[src/rtl/de_selector_nch_reg_pkg.sv]
// de_selector_nch_reg_pkg: shared mode encodings and a clog2 helper for the de-selector
package de_selector_nch_reg_pkg;

    typedef enum logic {
        DIRECT = 1'b0,
        SCAN   = 1'b1
    } mode_e;

    function automatic int clog2(input int n);
        int r;
        r = 0;
        while ((1 << r) < n) r++;
        return r;
    endfunction

endpackage

[src/rtl/de_selector_slot.sv]
// de_selector_slot: one-entry holding register with valid flag for a single output channel
module de_selector_slot #(
    parameter int W = 8
) (
    input  logic         clk_i,
    input  logic         rst_ni,
    input  logic         load_i,
    input  logic [W-1:0] data_i,
    input  logic         ready_i,
    output logic [W-1:0] data_o,
    output logic         valid_o
);

    logic [W-1:0] data_q, data_d;
    logic         valid_q, valid_d;

    // a load wins over a drain on the same edge, so a refill keeps the slot full
    always_comb begin
        data_d  = load_i ? data_i : data_q;
        valid_d = load_i | (valid_q & ~ready_i);
    end

    // holding register; the data word survives a drain and is cleared only by reset
    always_ff @(posedge clk_i or negedge rst_ni) begin
        if (!rst_ni) begin
            data_q  <= '0;
            valid_q <= 1'b0;
        end else begin
            data_q  <= data_d;
            valid_q <= valid_d;
        end
    end

    assign data_o  = data_q;
    assign valid_o = valid_q;

endmodule

[src/rtl/de_selector_nch_reg.sv]
// de_selector_nch_reg: registered 1-to-N de-selector with valid/ready handshakes and round-robin scan mode
module de_selector_nch_reg #(
    parameter int W     = 8,
    parameter int N     = 4,
    parameter int SEL_W = 2
) (
    input  logic             iClk,
    input  logic             iRst_n,
    input  logic [W-1:0]     iC,
    input  logic             iValid,
    output logic             oReady,
    input  logic [SEL_W-1:0] iS,
    input  logic             iMode,
    output logic [N*W-1:0]   oZ,
    output logic [N-1:0]     oZValid,
    input  logic [N-1:0]     iZReady,
    output logic [SEL_W-1:0] oScanPtr,
    output logic             oErr
);

    import de_selector_nch_reg_pkg::*;

    localparam int P = 2 ** SEL_W;

    if (clog2(N) > SEL_W) begin : g_sel_w_check
        $error("SEL_W is too narrow to address N channels");
    end

    logic [SEL_W-1:0] ptr_q, ptr_d, dest;
    logic             err_q, err_d;
    logic [N-1:0]     zvalid, load;
    logic [P-1:0]     zv_pad, zr_pad;
    logic             in_range, accept, scan;

    // destination select, combinational ready, and next pointer/error state
    always_comb begin
        scan     = mode_e'(iMode) == SCAN;
        dest     = scan ? ptr_q : iS;
        in_range = {1'b0, dest} < (SEL_W + 1)'(N);
        zv_pad   = P'(zvalid);
        zr_pad   = P'(iZReady);
        oReady   = in_range ? (~zv_pad[dest] | zr_pad[dest]) : 1'b1;
        accept   = iValid & oReady;
        err_d    = accept & ~in_range;
        ptr_d    = (accept & scan) ? ((ptr_q == SEL_W'(N - 1)) ? '0 : ptr_q + 1'b1) : ptr_q;
    end

    // scan pointer and one-cycle drop-error pulse
    always_ff @(posedge iClk or negedge iRst_n) begin
        if (!iRst_n) begin
            ptr_q <= '0;
            err_q <= 1'b0;
        end else begin
            ptr_q <= ptr_d;
            err_q <= err_d;
        end
    end

    for (genvar k = 0; k < N; k++) begin : g_slot
        assign load[k] = accept & in_range & (dest == SEL_W'(k));
        de_selector_slot #(.W(W)) u_slot (
            .clk_i  (iClk),
            .rst_ni (iRst_n),
            .load_i (load[k]),
            .data_i (iC),
            .ready_i(iZReady[k]),
            .data_o (oZ[k*W +: W]),
            .valid_o(zvalid[k])
        );
    end

    assign oZValid  = zvalid;
    assign oScanPtr = ptr_q;
    assign oErr     = err_q;

endmodule

[config.mk]
export PLATFORM = sky130hd
export DESIGN_NAME = de_selector_nch_reg
export DESIGN_NICKNAME = d
export VERILOG_FILES = /design/src/rtl/de_selector_nch_reg_pkg.sv /design/src/rtl/de_selector_slot.sv /design/src/rtl/de_selector_nch_reg.sv
export SDC_FILE = /design/constraint.sdc
export NUM_CORES = 1
export LEC_CHECK = 0
export ABC_AREA = 1
export CAP_MARGIN = 0
export CORE_MARGIN = 3
export CORE_UTILIZATION = 46
export DETAILED_ROUTE_END_ITERATION = 10
export GPL_TIMING_DRIVEN = 0
export PLACE_DENSITY = 0.88
export SLEW_MARGIN = 0
export SYNTH_ARGS = -nofsm -noshare
export SYNTH_HDL_FRONTEND = slang
export SYNTH_SLANG_ARGS = --single-unit
[constraint.sdc]
create_clock -name iClk -period 3.7 [get_ports iClk]
set_input_delay 0.37 -clock iClk [delete_from_list [all_inputs] [get_ports iClk]]
set_output_delay 0.37 -clock iClk [all_outputs]
set_load 0.02 [all_outputs]
==> out/results.ini <==
[sta]
slew_headroom=0.4604
timing.final.crit_share=0.7633
finalSetupViolCount=0
fmax_mhz=354.1
final_max_slew_viol_count=0
timing.hold.ws_ps=166.1
finalHoldViolCount=0
setup_ws_ps=875.7
rsz0062_at_grt=false
finalClockSkew_ps=6.826
min_period_ps=2824
tightest_slew_ps=809.4
setup_tns_ps=0

[placement]
placed_cell_area_um2=2404
hpwl_mm=3.317
io_buffers=55
placed_cells=310
dp_slack_ps=902.6
routabilityCongestion=0.8185

[global_route]
track_usage=0.2204
antenna_found_initial=0
grt_pass1_wl_mm=7.541
grt_pass1_vias=1608
grt_overflow=0
grt_max_degree=39

[floorplanning]
ios=58
rows=22
core-area_um2=3716
die-area_um2=4695
die_x_um=68.52
die_y_um=68.52
start_util=0.4838

[worst_setup_path]
slowest_delay_ps=650
path_cells=clkdlybuf4s50_1, inv_2, nand2_1, nand2_2, nand2_1, nand2_1, nand2_1, nand2_1, nand2_2, buf_2, clkdlybuf4s50_1
slowest_stage=clkdlybuf4s50_1
cpMostUsedCell=nand2_1
required_ps=3330
critPathArrivalTime_ps=2450
start_kind=input port
crit_fanout=10
critPathKind=input port to primary output
worstSetupEndpointType=primary output

[route]
dr.pass1.iters=4
drc=0
detail-route-antenna-nets=0
drtIter0Drc=148
vias=1710
wl_mm=4.829
vias_per_cell=5.377
avgRoutedWirePerCell_um=15.19

[synthesis]
synthCells=207
syn-num-nets=226
synth-warning-count=0
synth_seq_area_share=0.5289
ys_types=17
syn_area_um2=1798
ys_ff_latch=38
syn_area_per_cell_um2=8.686

[run_status]
outcome=complete, no violations

[power_and_ir_drop]
irDropWorstVdd_v=0.0006775
p_int_mw=1.390
power_frac_seq=0.322
clkPwrFrac=0.190
combinationalPowerShare=0.487
p_sw_frac=0.3884
powerDensity_nw_per_um2=892.8
p_switching_mw=0.8829
power.total_mw=2.273
leakage_nw=1.242

[cts]
cts.clk_slew.worst_paths_ps=70
cts_inserted_buffers=5
cts_setup_buffers=0
clockBufferDepth=2
ctsHoldBuffers=0
worstSkewPairLatency_ps=290
cts_root_buffer=clkbuf_8
cts_tree=built
post_cts_resized=0
cts_sinks=38
htree_levels=2

[cells_and_area]
n_antenna_cell=0
stdcell_count=318
post-route-util=0.6852
layout_common_cells=nand2_1 (87), clkdlybuf4s50_1 (54), dfrtp_1 (38), nand4_1 (33), inv_1 (8)
final_common_cell=nand2_1
drive_gt1_frac=0.1222
areaGrowthSynthToFinish_pct=41.61
final_cell_area_um2=2546
finalNetCount=288

[hold_path]
hold_class=input port to asynchronous set/reset pin

[job]
maxCapViolCount=0

-- final timing paths --
kind	startpoint	endpoint	slack [ps]	cells after the start
hold / removal	iRst_n	g_slot[3].u_slot.data_o[1]	170	1
hold reg to reg	g_slot[1].u_slot.data_o[0]	g_slot[1].u_slot.data_o[0]	480	2
max in group asynchronous	iRst_n	g_slot[2].u_slot.data_o[3]	3020	1
setup reg to reg	oScanPtr[0]	g_slot[2].u_slot.data_o[0]	2050	11
setup / recovery	iMode	oReady	880	11
min in group iClk	g_slot[1].u_slot.data_o[0]	g_slot[1].u_slot.data_o[0]	480	2
-- worst max-delay path: cells and delay by family --
| family | cells | cell delay, ps |
|---|---|---|
| AND/OR/NAND/NOR | 7 | 530 |
| buffers and inverters | 4 | 1560 |
-- metal layers --
layer | vias to the layer above | global-route usage | routed length, um
li1 | 811 | - | -
met1 | 801 | 0.2808 | 1873
met2 | 92 | 0.3647 | 2428
met3 | 6 | 0.06807 | 477
met4 | 0 | 0.05459 | 50
met5 | - | 0 | 0
-- power by group through the flow --
stage	logic (mW)	clock network, mW	registers (mW)
2_1_floorplan	0.362	0	0.949
3_3_place_gp	1.08	0	0.730
3_5_place_dp	1.10	0	0.734
4_1_cts	1.12	0.436	0.731
5_1_grt	1.20	0.461	0.754
6_report	1.11	0.433	0.733
-- logic make-up (layout without fill, tap and decap cells) --
kind of cell,Yosys count,in the layout,share of synthesized area
simple gates,141,141,0.3876
fa+ha+maj,1,1,0.006958
other cells,1,1,0.002086
flops,38,38,0.5289
buf+inv,22,85,0.06333
compound gates,4,4,0.01113
-- Yosys cell counts (all sizes together) --
master	count	area, um^2
nand2	92	357.8
dfrtp	38	950.9
nand4	33	206.5
buf	10	68.82
nand3	10	100.1
inv	9	33.78
nor2	6	32.53
o21ai	4	20.02
clkbuf	3	11.26
conb	1	3.750
ha	1	12.51
-- cell type report --
type	instances	area [um^2]
Tap cell	48	60.06
Inverter	9	33.78
Clock inverter	2	60.06
Buffer	13	80.08
Clock buffer	6	82.58
Sequential cell	38	950.9
Fill cell	301	1170
Multi-Input combinational cell	147	733.2
Timing Repair Buffer	55	545.5
-- flip-flops by register name, indices dropped and copies added (netlist names) --
signal	flops
g_slot.u_slot.valid_o	4
oScanPtr	2
g_slot.u_slot.data_o	32
Power figures use the tool's default switching activity.
